## src/rtl/mem_stage_ctrl.sv

```systemverilog
// mem_stage_ctrl: memory-stage controller of the 5-stage MIPS pipeline.
//
// This module decodes the M-stage instruction held in the E/M register.
// For a load or store it issues one valid/ready data-memory request.
// It stalls the upstream stages until the access completes, then extends
// the load data and registers the result into the W stage.
//
// Handshake semantics: a request transfers on a clk edge where
// dm_req_valid && dm_req_ready. Once dm_req_valid is raised, it stays
// asserted with stable address, enables and data (the E/M register is
// held by m_stall) until the transfer. A load response is accepted only
// on an edge where the controller is in WAIT and dm_rsp_valid is high.
//
// Parameters:
//   RSP_TIMEOUT  maximum WAIT cycles before w_err is flagged; 0 = no timeout
//
// Optional build macro:
//   MEM_ALIGN_CHECK_EN  when this macro is defined, misaligned lw/lh/lhu/sw/sh
//                       accesses issue no request. They complete in W with
//                       w_adel_ades=1.
//
// Ports:
//   clk, rst                 clock; synchronous active-low reset
//   m_valid, M_PC, M_IR,     M-stage fields from the E/M register
//   M_ALUO, M_PC8, M_rt
//   m_stall                  hold F/D/E/M this cycle (combinational)
//   dm_req_valid/ready       data-memory request handshake
//   dm_addr, dm_we, dm_be,   word address, write flag, byte enables,
//   dm_wdata                 lane-replicated store data
//   dm_rsp_valid, dm_rdata   load response
//   W_PC, W_IR, W_ALUO,      registered W-stage copies
//   W_PC8, W_DR
//   w_valid, w_err           W holds a real instruction / response timed out
//   w_adel_ades              (MEM_ALIGN_CHECK_EN only) address error
//   state_dbg                current FSM state (0 = IDLE, 1 = WAIT)

module mem_stage_ctrl #(
   parameter int RSP_TIMEOUT = 0
) (
   input  logic        clk,
   input  logic        rst,
   input  logic        m_valid,
   input  logic [31:0] M_PC,
   input  logic [31:0] M_IR,
   input  logic [31:0] M_ALUO,
   input  logic [31:0] M_PC8,
   input  logic [31:0] M_rt,
   output logic        m_stall,
   output logic        dm_req_valid,
   input  logic        dm_req_ready,
   output logic [31:0] dm_addr,
   output logic        dm_we,
   output logic [3:0]  dm_be,
   output logic [31:0] dm_wdata,
   input  logic        dm_rsp_valid,
   input  logic [31:0] dm_rdata,
   output logic [31:0] W_PC,
   output logic [31:0] W_IR,
   output logic [31:0] W_ALUO,
   output logic [31:0] W_PC8,
   output logic [31:0] W_DR,
   output logic        w_valid,
   output logic        w_err,
`ifdef MEM_ALIGN_CHECK_EN
   output logic        w_adel_ades,
`endif
   output logic [0:0]  state_dbg
);

   localparam logic [0:0] IDLE = 1'b0;
   localparam logic [0:0] WAIT = 1'b1;

   logic [0:0]  state;
   logic [15:0] cnt;
   logic [2:0]  ld_op;    // opcode[2:0]: bit2 = unsigned, bits1:0 = size
   logic [1:0]  ld_off;

   logic [5:0]  op;
   logic        is_load, is_store, misaligned, mem_load, mem_store;
   logic        timeout_hit;
   logic        cap, cap_valid, cap_err, cap_adel;
   logic [31:0] cap_dr, ext;
   logic [7:0]  lane_b;
   logic [15:0] lane_h;

   assign op = M_IR[31:26];

   assign is_load  = m_valid && (op == 6'h20 || op == 6'h21 || op == 6'h23 ||
                                 op == 6'h24 || op == 6'h25);
   assign is_store = m_valid && (op == 6'h28 || op == 6'h29 || op == 6'h2B);

`ifdef MEM_ALIGN_CHECK_EN
   // op[1:0]==11 is a word access, 01 is a halfword access
   assign misaligned = (is_load || is_store) &&
                       ((op[1:0] == 2'b11 && M_ALUO[1:0] != 2'b00) ||
                        (op[1:0] == 2'b01 && M_ALUO[0]));
`else
   assign misaligned = 1'b0;
`endif

   assign mem_load  = is_load  && !misaligned;
   assign mem_store = is_store && !misaligned;

   // Request side: the address, enables and data always follow the M fields.
   // Only dm_req_valid qualifies them.
   assign dm_req_valid = rst && (state == IDLE) && (mem_load || mem_store);
   assign dm_addr      = {M_ALUO[31:2], 2'b00};
   assign dm_we        = mem_store;

   always_comb begin
      dm_be    = 4'b1111;
      dm_wdata = M_rt;
      case (op[1:0])
         2'b00: begin
            dm_be    = 4'b0001 << M_ALUO[1:0];
            dm_wdata = {4{M_rt[7:0]}};
         end
         2'b01: begin
            dm_be    = M_ALUO[1] ? 4'b1100 : 4'b0011;
            dm_wdata = {2{M_rt[15:0]}};
         end
         default: begin
            dm_be    = 4'b1111;
            dm_wdata = M_rt;
         end
      endcase
   end

   // The timeout fires on the edge that ends the RSP_TIMEOUT-th WAIT cycle
   // without a response. A response on that same edge takes priority.
   assign timeout_hit = (RSP_TIMEOUT != 0) && (state == WAIT) && !dm_rsp_valid &&
                        ({16'd0, cnt} == 32'(RSP_TIMEOUT - 1));

   // The timeout edge also completes the instruction, so E/M must advance.
   always_comb begin
      m_stall = 1'b0;
      if (state == WAIT)
         m_stall = !(dm_rsp_valid || timeout_hit);
      else if (mem_load)
         m_stall = 1'b1;
      else if (mem_store)
         m_stall = !dm_req_ready;
   end

   // Load data extraction uses the type and offset latched at the request.
   always_comb begin
      lane_b = 8'h00;
      case (ld_off)
         2'd0: lane_b = dm_rdata[7:0];
         2'd1: lane_b = dm_rdata[15:8];
         2'd2: lane_b = dm_rdata[23:16];
         default: lane_b = dm_rdata[31:24];
      endcase
      lane_h = ld_off[1] ? dm_rdata[31:16] : dm_rdata[15:0];
      ext    = dm_rdata;
      case (ld_op[1:0])
         2'b00:   ext = ld_op[2] ? {24'h0, lane_b} : {{24{lane_b[7]}}, lane_b};
         2'b01:   ext = ld_op[2] ? {16'h0, lane_h} : {{16{lane_h[15]}}, lane_h};
         default: ext = dm_rdata;
      endcase
   end

   // W capture decision for this cycle
   always_comb begin
      cap       = 1'b0;
      cap_valid = 1'b0;
      cap_dr    = 32'h0;
      cap_err   = 1'b0;
      cap_adel  = 1'b0;
      if (state == WAIT) begin
         if (dm_rsp_valid) begin
            cap       = 1'b1;
            cap_valid = 1'b1;
            cap_dr    = ext;
         end else if (timeout_hit) begin
            cap       = 1'b1;
            cap_valid = 1'b1;
            cap_err   = 1'b1;
         end
      end else if (mem_store) begin
         cap       = dm_req_ready;
         cap_valid = 1'b1;
      end else if (!mem_load) begin
         // Non-memory ops and bubbles pass straight through.
         // A misaligned access completes here with its error flag set.
         cap       = 1'b1;
         cap_valid = m_valid;
         cap_adel  = misaligned;
      end
   end

   always_ff @(posedge clk) begin
      if (!rst) begin
         state   <= IDLE;
         cnt     <= 16'd0;
         ld_op   <= 3'd0;
         ld_off  <= 2'd0;
         W_PC    <= 32'h0;
         W_IR    <= 32'h0;
         W_ALUO  <= 32'h0;
         W_PC8   <= 32'h0;
         W_DR    <= 32'h0;
         w_valid <= 1'b0;
         w_err   <= 1'b0;
`ifdef MEM_ALIGN_CHECK_EN
         w_adel_ades <= 1'b0;
`endif
      end else begin
         case (state)
            IDLE: begin
               if (mem_load && dm_req_ready) begin
                  state  <= WAIT;
                  cnt    <= 16'd0;
                  ld_op  <= op[2:0];
                  ld_off <= M_ALUO[1:0];
               end
            end
            default: begin
               if (cap) state <= IDLE;
               else     cnt   <= cnt + 16'd1;
            end
         endcase

         if (cap) begin
            W_PC   <= M_PC;
            W_IR   <= M_IR;
            W_ALUO <= M_ALUO;
            W_PC8  <= M_PC8;
            W_DR   <= cap_dr;
            w_err  <= cap_err;
`ifdef MEM_ALIGN_CHECK_EN
            w_adel_ades <= cap_adel;
`endif
         end
         // A bubble goes into W on any cycle where nothing completes.
         w_valid <= cap && cap_valid;
      end
   end

`ifndef MEM_ALIGN_CHECK_EN
   logic unused_adel;
   assign unused_adel = cap_adel;
`endif

   assign state_dbg = state;

endmodule

```

## config.mk

```make
export PLATFORM = sky130hd
export DESIGN_NAME = mem_stage_ctrl
export DESIGN_NICKNAME = d
export VERILOG_FILES = /design/src/rtl/mem_stage_ctrl.sv
export SDC_FILE = /design/constraint.sdc
export NUM_CORES = 1
export LEC_CHECK = 0
export CORE_AREA = 2 2 169 171
export CTS_BUF_LIST = sky130_fd_sc_hd__clkbuf_2 sky130_fd_sc_hd__clkbuf_4 sky130_fd_sc_hd__clkbuf_8
export CTS_CLUSTER_DIAMETER = 50
export DETAILED_ROUTE_END_ITERATION = 8
export DIE_AREA = 0 0 171 173
export PLACE_DENSITY = 0.69
export SLEW_MARGIN = 30
export SYNTH_ARGS = -nofsm -noshare
export SYNTH_HDL_FRONTEND = slang
export SYNTH_SLANG_ARGS = --single-unit
```

## constraint.sdc

```tcl
create_clock -name clk -period 2.9 [get_ports clk]
set_clock_uncertainty 0.2 [all_clocks]
set_input_delay 0.29 -clock clk [delete_from_list [all_inputs] [get_ports clk]]
set_output_delay 0.29 -clock clk [all_outputs]
set_load 0.02 [all_outputs]
```

==> results of run 1 <==
routing by layer:
metal,global-route usage (%),vias to the layer above
met4,6.39,0
met3,6.23,37
li1,-,3906
met2,32.1,334
met1,25.3,3883
met5,0,-
timing repair:
action | CTS | global route
gates cloned | 0 | 0
gates resized for setup | 7 | 3
endpoints found under the setup margin | 3 | 3
power by group through the flow:
stage | clock [mW] | combinational (mW) | sequential, mW
final | 1.73 | 1.23 | 2.46
after detailed placement | 0 | 1.23 | 2.51
after global routing | 1.89 | 1.30 | 2.47
after floorplan | 0 | 0.381 | 2.64
after CTS | 1.80 | 1.23 | 2.46
after global placement | 0 | 1.22 | 2.50
synthesized netlist by cell type, types with 2 or more instances:
library cell	number
a21boi_0	130
buf_1	13
a221oi_1	6
nor2b_1	5
mux2i_1	12
nand2b_1	5
clkbuf_1	61
dfxtp_1	167
o21ai_0	149
o22ai_1	6
a31oi_1	6
nor2_1	8
inv_1	10
nand2_1	34
o2bb2ai_1	17
mux2_2	25
a21o_1	9
buf_2	18
a21boi_1	3
buf_4	43
nor3_1	6
a21oi_1	25
a22o_1	7
o21bai_1	2
nand3_1	131
worst reg2reg max path: stages (launching register included):
cell and delay, ns:
dfxtp_1 0.38, buf_4 0.26, mux2_2 0.38, or3_1 0.46
a31oi_1 0.32, a21o_1 0.11
path summary, 6_finish.rpt:
kind / endpoint / from / depth (start not counted)
hold reg to reg: W_DR[11]$_SDFFE_PN0P_ / W_DR[11]$_SDFFE_PN0P_ / 1
setup / recovery: dm_wdata[14] / M_IR[26] / 6
hold / removal: W_IR[31]$_SDFFE_PN0P_ / M_IR[31] / 3
setup reg to reg: W_DR[13]$_SDFFE_PN0P_ / ld_off[1]$_SDFFE_PN0P_ / 5
cell usage in the layout (no fill, tap or decap), drive strengths merged, types with 2 or more instances in the layout:
cell	netlist	routed
a221oi	6	6
mux2	25	25
buf	74	35
dlygate4sd2	0	2
o21ai	149	149
clkbuf	62	19
nand3	131	131
mux2i	12	12
inv	10	16
nand2	34	34
o21bai	2	2
dlymetal6s2s	0	2
a31oi	6	6
clkinvlp	0	3
nor3	6	6
nor2	8	8
nor2b	5	5
o2bb2ai	17	17
conb	1	3
a21oi	25	25
dfxtp	167	167
a22o	7	7
a21o	9	9
clkdlybuf4s50	0	421
a21boi	134	134
clkinv	0	3
o22ai	6	6
nand2b	5	5
cells by family (layout without fill, tap and decap cells):
family | Yosys count | in the layout | share of synthesized area [%]
and+or+nand+nor | 193 | 193 | 12.1
DFF | 167 | 167 | 43.1
buffers and inverters | 146 | 503 | 9.45
AOI/OAI and AO/OA | 366 | 366 | 30.2
other | 1 | 4 | 0.0483
muxes | 37 | 37 | 5.17
registers in the layout (all words and copies together), names as in the netlist:
register   cells
W_IR          32
W_DR          32
ld_op          3
w_valid        1
state_dbg      1
ld_off         2
W_PC          32
W_ALUO        32
W_PC8         32
final cells by class:
cell class	count	area share [%]
Multi-Input combinational cell	599	29.5
Clock inverter	13	1.07
Clock buffer	19	2.01
Inverter	10	0.296
Sequential cell	167	26.4
Tap cell	378	3.73
Antenna cell	1	0.0197
Timing Repair Buffer	461	37.0
metrics by stage:
stage	utilization (%)	hold slack, ns	area, sq um	TNS [ns]
after detailed placement	44.4	0.246	12300	-35.24
after floorplan	-	0.235	7770	0
final	45.9	0.0423	12700	0
after global placement	44.4	0.237	12300	-40.30
after CTS	45.8	0.100	12700	0
after global routing	45.9	0.0217	12700	0
==> out/qor.yml, run 1 <==
outcome: "complete, no violations"
clk_latency_ns: 0.44
drive_gt1_share_pct: 7.88
seq_power_share_pct: 45.4
sw_frac_of_total_pct: 29.7
antenna_found_initial: 1
rows: 61
gp_congestion: 0.835
root_buffer: "clkbuf_8"
synth_area_sq_um: 7760
drc: 0
critPathKind: "input pin to output pin"
clockBufferDepth: 2
wl_met2_microns: 14100
route.met3.wl_microns: 2630
netlist.area_leader.share_pct: 43.1
cpMostUsedCell: "clkdlybuf4s50_1"
synth_flop_cell: "dfxtp_1"
core-area_sq_um: 27600
yosysTopAreaCell: "dfxtp_1"
wl_per_cell_microns: 18.6
slowest_delay_ns: 0.55
setup_viol: 0
track_usage_pct: 19.9
ys_types: 37
postRouteAntennaNets: 0
die_h_microns: 173
place.port_buffers: 427
cp.required_ns: 2.41
slew_violations: 0
vias: 8160
die_w_microns: 171
path_buf_inv: 4
path_delay_family: "buffers and inverters"
area_growth_pct: 63.3
place_ws_ns: -0.410
p_int_mw: 3.80
worst_slack_ns: 0.0992
avgSynthCellArea_sq_um: 8.53
numCtsBuffers: 17
fmax_ghz: 0.357
initial_core_util_pct: 28.1
vias_per_cell: 4.95
worst_pin_slew_ns: 0.845
start_kind: "input pin"
clkPwrFrac_pct: 31.9
power_frac_comb_pct: 22.7
drt-total-wl_microns: 30600
cap_violations: 0
cts_sinks: 167
ys_top_cells_by_area: "dfxtp_1 43%, a21boi_0 13%, o21ai_0 9.6%"
power.density_nw_per_um2: 427
met1_length_microns: 13200
ys_seq_area_share_pct: 43.1
clkTransAtPathRegs_ns: 0.11
pin_count: 431
fillers: 2643
synthArstFlopShare_pct: 0
drt_first_pass_iters: 6
path_cells: "clkdlybuf4s50_1 -> buf_6 -> nor2_1 -> buf_4 -> mux2_2 -> clkdlybuf4s50_1"
endpoint_kind: "output pin"
multi_input_area_sq_um: 3740
r2r_setup_slack_ns: 0.73
placed_cells_incl_taps: 1615
synth_edf_count: 0
fin_nets: 1453
rsz0062_at_grt: "no"
dpl.hpwl_microns: 21800
synth-seq-cells: 167
hold_path.class: "input pin to flop"
slew_headroom_pct: 43.7
first_iter_violations: 498
max-vdd-ir-drop_mv: 0.275
htreeDepth: 4
seq_area_sq_um: 3340
grt_max_degree: 86
cts_tree: "done"
grt_overflow: 0
p_leak_nw: 4.83
period_needed_ns: 2.80
grt_pass1_vias: 8083
worstPathArrival_ns: 2.31
fin_crit_sh_pct: 96.6
post_cts_buffers: 0
crit_fanout: 11
power_mw: 5.41
grt_pass1_wl_microns: 46600
dieArea_sq_um: 29600
p_sw_mw: 1.60
ys.warnings.count: 0
dr.max_layer_used: "met4"
cts.hold.buffers_added: 0
syn_inst: 910
hold_violations: 0
stdcell_count: 1648
cp_slowest_cell: "clkdlybuf4s50_1"
Power figures use the tool's default switching activity.
==> run 2: changes to the inputs <==
CORE_AREA = unset   (was 2 2 169 171)
CORE_ASPECT_RATIO = 0.6   (was unset)
CORE_MARGIN = 2   (was unset)
CORE_UTILIZATION = 30   (was unset)
DIE_AREA = unset   (was 0 0 171 173)
PLACE_DENSITY = 0.73   (was 0.69)
==> run 2 against run 1 <==
Die area decreased by 8.0%. Final cell count is 3.3% lower. Critical path type unchanged. Sequential share of layout area increased by 0.36 points. Register-to-register slack about the same. Critical path depth stayed put. Critical endpoint is now dm_wdata[29].
==> out/qor.yml, run 2 (same netlist as run 1, synthesis figures left out) <==
slew_violations: 0  # unchanged
hold_end: "W_IR[18]$_SDFFE_PN0P_"  # was W_IR[31]$_SDFFE_PN0P_
p_sw_mw: 1.53  # was 1.60 mW
crit_fanout: 13  # was 11
grt_pass1_wl_microns: 43600  # was 46600 microns
place.port_buffers: 427  # unchanged
path_cells: "clkdlybuf4s50_1 -> buf_4 -> buf_4 -> mux2i_1 -> o21ai_0 -> clkdlybuf4s50_1"  # was clkdlybuf4s50_1 -> buf_6 -> nor2_1 -> buf_4 -> mux2_2 -> clkdlybuf4s50_1
fin_nets: 1449  # was 1453
drive_gt1_share_pct: 7.51  # was 7.88%
clkTransAtPathRegs_ns: 0.09  # was 0.11 ns
drt-total-wl_microns: 29200  # was 30600 microns
numCtsBuffers: 17  # unchanged
utilization_pct: 49.3  # was 45.9%
cts_tree: "done"  # unchanged
rr_startpoint: "ld_off[0]$_SDFFE_PN0P_"  # was ld_off[1]$_SDFFE_PN0P_
critPathKind: "input pin to output pin"  # unchanged
rows: 45  # was 61
whs_path_depth: 2  # was 3
place_ws_ns: -0.346  # was -0.410 ns
worstPathArrival_ns: 2.31  # about the same
slew_headroom_pct: 51.4  # was 43.7%
postPlaceCellArea_sq_um: 12100  # was 12300 sq um
fin_crit_sh_pct: 96.5  # was 96.6%
busiest_layer: "met2"  # unchanged
grt_overflow: 0  # unchanged
cts_sinks: 167  # unchanged
setup_viol: 0  # unchanged
power_frac_comb_pct: 21.8  # was 22.7%
fmax_ghz: 0.357  # about the same
cp.required_ns: 2.41  # about the same
rsz0062_at_grt: "no"  # unchanged
start_kind: "input pin"  # unchanged
use_met3_pct: 9.03  # was 6.23%
final_common_cell: "clkdlybuf4s50_1"  # unchanged
reg2reg_to: "W_DR[12]$_SDFFE_PN0P_"  # was W_DR[13]$_SDFFE_PN0P_
drc: 0  # unchanged
power_mw: 5.47  # was 5.41 mW
grt_max_degree: 130  # was 86
mostFrequentLayoutCells: "416 x clkdlybuf4s50_1, 167 x dfxtp_1, 149 x o21ai_0"  # was 421 x clkdlybuf4s50_1, 167 x dfxtp_1, 149 x o21ai_0
use_met1_pct: 26.7  # was 25.3%
wl_per_cell_microns: 18.3  # was 18.6 microns
hold_path.class: "input pin to flop"  # unchanged
worst_slack_ns: 0.100  # was 0.0992 ns
antenna_found_initial: 1  # unchanged
outcome: "complete, no violations"  # unchanged
dieArea_sq_um: 27200  # was 29600 sq um
htreeDepth: 4  # unchanged
hp-start: "rst"  # was M_IR[31]
max-vdd-ir-drop_mv: 0.300  # was 0.275 mV
clkPwrFrac_pct: 33.4  # was 31.9%
clockBufferDepth: 2  # unchanged
reg2reg_depth: 5  # unchanged
fin_area_sq_um: 12500  # was 12700 sq um
core-area_sq_um: 25300  # was 27600 sq um
die_w_microns: 212  # was 171 microns
r2r_setup_slack_ns: 0.72  # was 0.73 ns
power.density_nw_per_um2: 438  # was 427 nW/um^2
postRouteAntennaNets: 0  # unchanged
seq_power_share_pct: 44.8  # was 45.4%
die_h_microns: 129  # was 173 microns
sw_frac_of_total_pct: 28.0  # was 29.7%
pin_count: 431  # unchanged
root_buffer: "clkbuf_8"  # unchanged
dpl.hpwl_microns: 21200  # was 21800 microns
grt_pass1_vias: 7655  # was 8083
p_int_mw: 3.94  # was 3.80 mW
setup_tns_ns: 0  # unchanged
first_iter_violations: 645  # was 498
cp_slowest_cell: "clkdlybuf4s50_1"  # unchanged
area_growth_pct: 61.1  # was 63.3%
vias: 8059  # was 8160
vias_per_cell: 5.06  # was 4.95
track_usage_pct: 20.8  # was 19.9%
grt_use_met2_pct: 31.9  # was 32.1%
slowest_delay_ns: 0.67  # was 0.55 ns
worst_pin_slew_ns: 0.729  # was 0.845 ns
clk_latency_ns: 0.50  # was 0.44 ns
drt_first_pass_iters: 5  # was 6
antenna_cells: 0  # was 1
gp_congestion: 0.844  # was 0.835
path_buf_inv: 4  # unchanged
cap_violations: 0  # unchanged
post_cts_buffers: 0  # unchanged
endpoint_kind: "output pin"  # unchanged
period_needed_ns: 2.80  # about the same
p_leak_nw: 4.80  # was 4.83 nW
hold_violations: 0  # unchanged
initial_core_util_pct: 30.6  # was 28.1%
path_delay_family: "buffers and inverters"  # unchanged
-- run 2: timing repair --
item	in CTS	in global routing
hold endpoints to repair	0	0
resized for setup	10	2
pin swaps	0	0
hold buffers	0	0
endpoints found under the setup margin	8	2
-- run 2: power groups by stage --
stage          Clock (mW)  Combinational (mW)  Sequential, mW
2_1_floorplan           0               0.381            2.64
3_3_place_gp            0                1.19            2.50
3_5_place_dp            0                1.20            2.51
4_1_cts              1.88                1.20            2.46
5_1_grt              1.98                1.26            2.47
6_report             1.83                1.19            2.45
-- run 2: per-layer routing --
layer / wire [microns] / vias up / part of all wire [%]
met5: 0 / - / 0
met4: 499 / 0 / 1.7
met3: 2720 / 32 / 9.3
met2: 12900 / 299 / 44
met1: 13100 / 3819 / 45
li1: - / 3909 / -
-- run 2: worst max path at each step --
stage	startpoint	end	slack [ns]	cells past startpoint
2_1_floorplan	M_IR[26]	m_stall	0.78	6
6_report	M_IR[26]	dm_wdata[29]	0.10	6
4_1_cts	M_IR[26]	dm_wdata[11]	0.001	7
3_3_place_gp	M_IR[28]	m_stall	-0.32	7
5_1_grt	M_IR[31]	m_stall	0.07	7
3_5_place_dp	M_IR[31]	m_stall	-0.35	7
-- run 2: final cells by class --
cell class | instances | area [sq um]
clock buffer | 19 | 255
clock inverter | 13 | 169
fill | 2383 | 12800
inverter | 10 | 37.5
multi-input combinational | 599 | 3740
sequential | 167 | 3340
tap | 329 | 412
timing repair buffer | 457 | 4540
-- run 2: metrics by stage --
step / cells / hold slack [ns]
detailed placement: 1562 / 0.243
global placement: 1562 / 0.235
CTS: 1594 / 0.0236
floorplan: 912 / 0.235
finish: 1594 / 0.0687
global route: 1594 / 0.0357
-- run 2: worst register-to-register path, cell delays in order (launching register included) --
cell and delay [ns]:
dfxtp_1 0.46, mux2i_1 0.13, mux2_2 0.31, or3_1 0.49, a31oi_1 0.42, a21o_1 0.12
==> run 3: changes to the inputs <==
--- a/config.mk
+++ b/config.mk
@@ -9,3 +9,3 @@
 export CORE_MARGIN = 2
-export CORE_UTILIZATION = 30
+export CORE_UTILIZATION = 28
 export CTS_BUF_LIST = sky130_fd_sc_hd__clkbuf_2 sky130_fd_sc_hd__clkbuf_4 sky130_fd_sc_hd__clkbuf_8
@@ -13,3 +13,3 @@
 export DETAILED_ROUTE_END_ITERATION = 8
-export PLACE_DENSITY = 0.73
+export PLACE_DENSITY = 0.69
 export SLEW_MARGIN = 30
--- a/constraint.sdc
+++ b/constraint.sdc
@@ -4,2 +4,2 @@
 set_output_delay 0.29 -clock clk [all_outputs]
-set_load 0.02 [all_outputs]
+set_load 0.1 [all_outputs]
==> run 3 against run 2 <==
Power increased by 17%. Final cell count increased by 2.6%. Utilization decreased by 4.1 points. Critical path type unchanged. Critical endpoint is now m_stall. Worst hold slack improved by 0.044 ns. Die area increased by 7.0%. Non-clock buffer count increased by 4. First-iteration DRC count decreased by 12%. Wire length increased by 3.4%. Register-to-register slack improved by 0.07 ns. Sequential share of layout area increased by 0.23 points. Sequential power about the same. Design area decreased by 0.87%.
==> out/qor.yml, run 3 (same netlist as run 1, synthesis figures left out) <==
worstPathArrival_ns: 2.27  # was 2.31 ns
reg2reg_depth: 5  # unchanged
htreeDepth: 4  # unchanged
fin_area_sq_um: 12400  # was 12500 sq um
initial_core_util_pct: 28.3  # was 30.6%
placed_cells_incl_taps: 1604  # was 1562
reg2reg_to: "W_DR[12]$_SDFFE_PN0P_"  # unchanged
utilization_pct: 45.2  # was 49.3%
slew_headroom_pct: 60.3  # was 51.4%
grt_pass1_wl_microns: 45500  # was 43600 microns
clkPwrFrac_pct: 25.7  # was 33.4%
power_mw: 6.39  # was 5.47 mW
fin_crit_sh_pct: 95.2  # was 96.5%
postPlaceCellArea_sq_um: 12000  # was 12100 sq um
drt_first_pass_iters: 5  # unchanged
clk_latency_ns: 0.48  # was 0.50 ns
period_needed_ns: 2.76  # was 2.80 ns
endpoint_kind: "output pin"  # unchanged
fmax_ghz: 0.362  # was 0.357 GHz
p_sw_mw: 2.57  # was 1.53 mW
antenna_found_initial: 1  # unchanged
cp.required_ns: 2.41  # about the same
hold_violations: 0  # unchanged
slew_violations: 0  # unchanged
stdcell_count: 1636  # was 1594
power_frac_comb_pct: 35.8  # was 21.8%
fin_nets: 1453  # was 1449
vias_per_cell: 4.97  # was 5.06
rr_startpoint: "ld_off[0]$_SDFFE_PN0P_"  # unchanged
p_int_mw: 3.82  # was 3.94 mW
cts_sinks: 167  # unchanged
max-vdd-ir-drop_mv: 0.401  # was 0.300 mV
whs_ns: 0.113  # was 0.0687 ns
power.density_nw_per_um2: 516  # was 438 nW/um^2
rows: 47  # was 45
root_buffer: "clkbuf_8"  # unchanged
die_w_microns: 219  # was 212 microns
seq_power_share_pct: 38.5  # was 44.8%
postRouteAntennaNets: 0  # unchanged
final_common_cell: "buf_4"  # was clkdlybuf4s50_1
track_usage_pct: 20.0  # was 20.8%
worst_pin_slew_ns: 0.595  # was 0.729 ns
die_h_microns: 133  # was 129 microns
grt_pass1_vias: 7925  # was 7655
p_leak_nw: 5.24  # was 4.80 nW
place.port_buffers: 427  # unchanged
hold_path.class: "input pin to flop"  # unchanged
start_kind: "input pin"  # unchanged
rsz0062_at_grt: "no"  # unchanged
clkTransAtPathRegs_ns: 0.09  # about the same
sw_frac_of_total_pct: 40.3  # was 28.0%
cts.hold.buffers_added: 0  # unchanged
outcome: "complete, no violations"  # unchanged
dpl.hpwl_microns: 22000  # was 21200 microns
first_iter_violations: 566  # was 645
pin_count: 431  # unchanged
mostFrequentLayoutCells: "227 x buf_4, 195 x clkdlybuf4s50_1, 167 x dfxtp_1"  # was 416 x clkdlybuf4s50_1, 167 x dfxtp_1, 149 x o21ai_0
gp_congestion: 0.856  # was 0.844
hp-start: "rst"  # unchanged
drive_gt1_share_pct: 26.0  # was 7.51%
setup_viol: 0  # unchanged
cap_violations: 0  # unchanged
numCtsBuffers: 17  # unchanged
whs_path_depth: 2  # unchanged
drt-total-wl_microns: 30200  # was 29200 microns
drc: 0  # unchanged
core-area_sq_um: 27400  # was 25300 sq um
vias: 8138  # was 8059
wl_per_cell_microns: 18.5  # was 18.3 microns
cts_tree: "done"  # unchanged
grt_max_degree: 95  # was 130
crit_fanout: 4  # was 13
area_growth_pct: 59.7  # was 61.1%
clockBufferDepth: 2  # unchanged
fillers: 2670  # was 2383
critPathKind: "input pin to output pin"  # unchanged
grt_overflow: 0  # unchanged
r2r_setup_slack_ns: 0.79  # was 0.72 ns
dieArea_sq_um: 29100  # was 27200 sq um
hold_end: "W_IR[2]$_SDFFE_PN0P_"  # was W_IR[18]$_SDFFE_PN0P_
[run 3: final cells by class]
cell class	instances	area, sq um	area share, %
multi-input combinational	599	3740	30.2
sequential	167	3340	27.0
tap	367	459	3.71
inverter	10	37.5	0.303
clock buffer	21	277	2.23
clock inverter	10	98.8	0.798
timing repair buffer	461	4440	35.8
antenna	1	2.50	0.0202
[run 3: worst max path at each step]
stage                         from                 endpoint  slack [ns]  depth (start not counted)
final                     M_IR[28]                  m_stall        0.14                          7
after global routing      M_IR[28]                  m_stall        0.04                          7
after CTS                 M_IR[28]                  m_stall        0.06                          7
after detailed placement  M_IR[28]   W_ALUO[8]$_SDFFE_PN0P_       -0.03                         10
after global placement    M_IR[28]  W_ALUO[31]$_SDFFE_PN0P_        0.04                          9
after floorplan           M_IR[26]                 dm_be[1]        0.05                          4
[run 3: critical path, stage by stage]
cell and delay, ns:
clkdlybuf4s50_1 0.53, nor4bb_2 0.40, buf_4 0.17, nand3b_1 0.12, a211o_4 0.40, nand2_1 0.16, buf_12 0.20
[run 3: metal layers]
metal  up-vias  track usage, %  part of all wire [%]
met5         -               0                     0
met4         0            6.61                   2.1
met3        36            7.20                   9.0
met2       296            31.0                    45
met1      3885            25.7                    44
li1       3921               -                     -
[run 3: timing repair]
| action | 4_1_cts | 5_1_grt |
|---|---|---|
| gates resized for setup | 0 | 1 |
| setup endpoints to repair | 0 | 1 |
| setup buffers | 0 | 0 |
[run 3: stage by stage]
stage / worst slack [ns] / TNS, ns
4_1_cts: 0.0568 / 0
3_3_place_gp: 0.0402 / 0
5_1_grt: 0.0376 / 0
3_5_place_dp: -0.0261 / -0.0456
2_1_floorplan: 0.0520 / 0
6_report: 0.139 / 0
[run 3: power by group through the flow]
stage          sequential (mW)  clock [mW]  combinational, mW
5_1_grt                   2.47        1.80               2.36
3_5_place_dp              2.51           0               2.29
4_1_cts                   2.46        1.71               2.30
6_report                  2.46        1.64               2.29
3_3_place_gp              2.51           0               2.28
2_1_floorplan             3.30           0              0.763
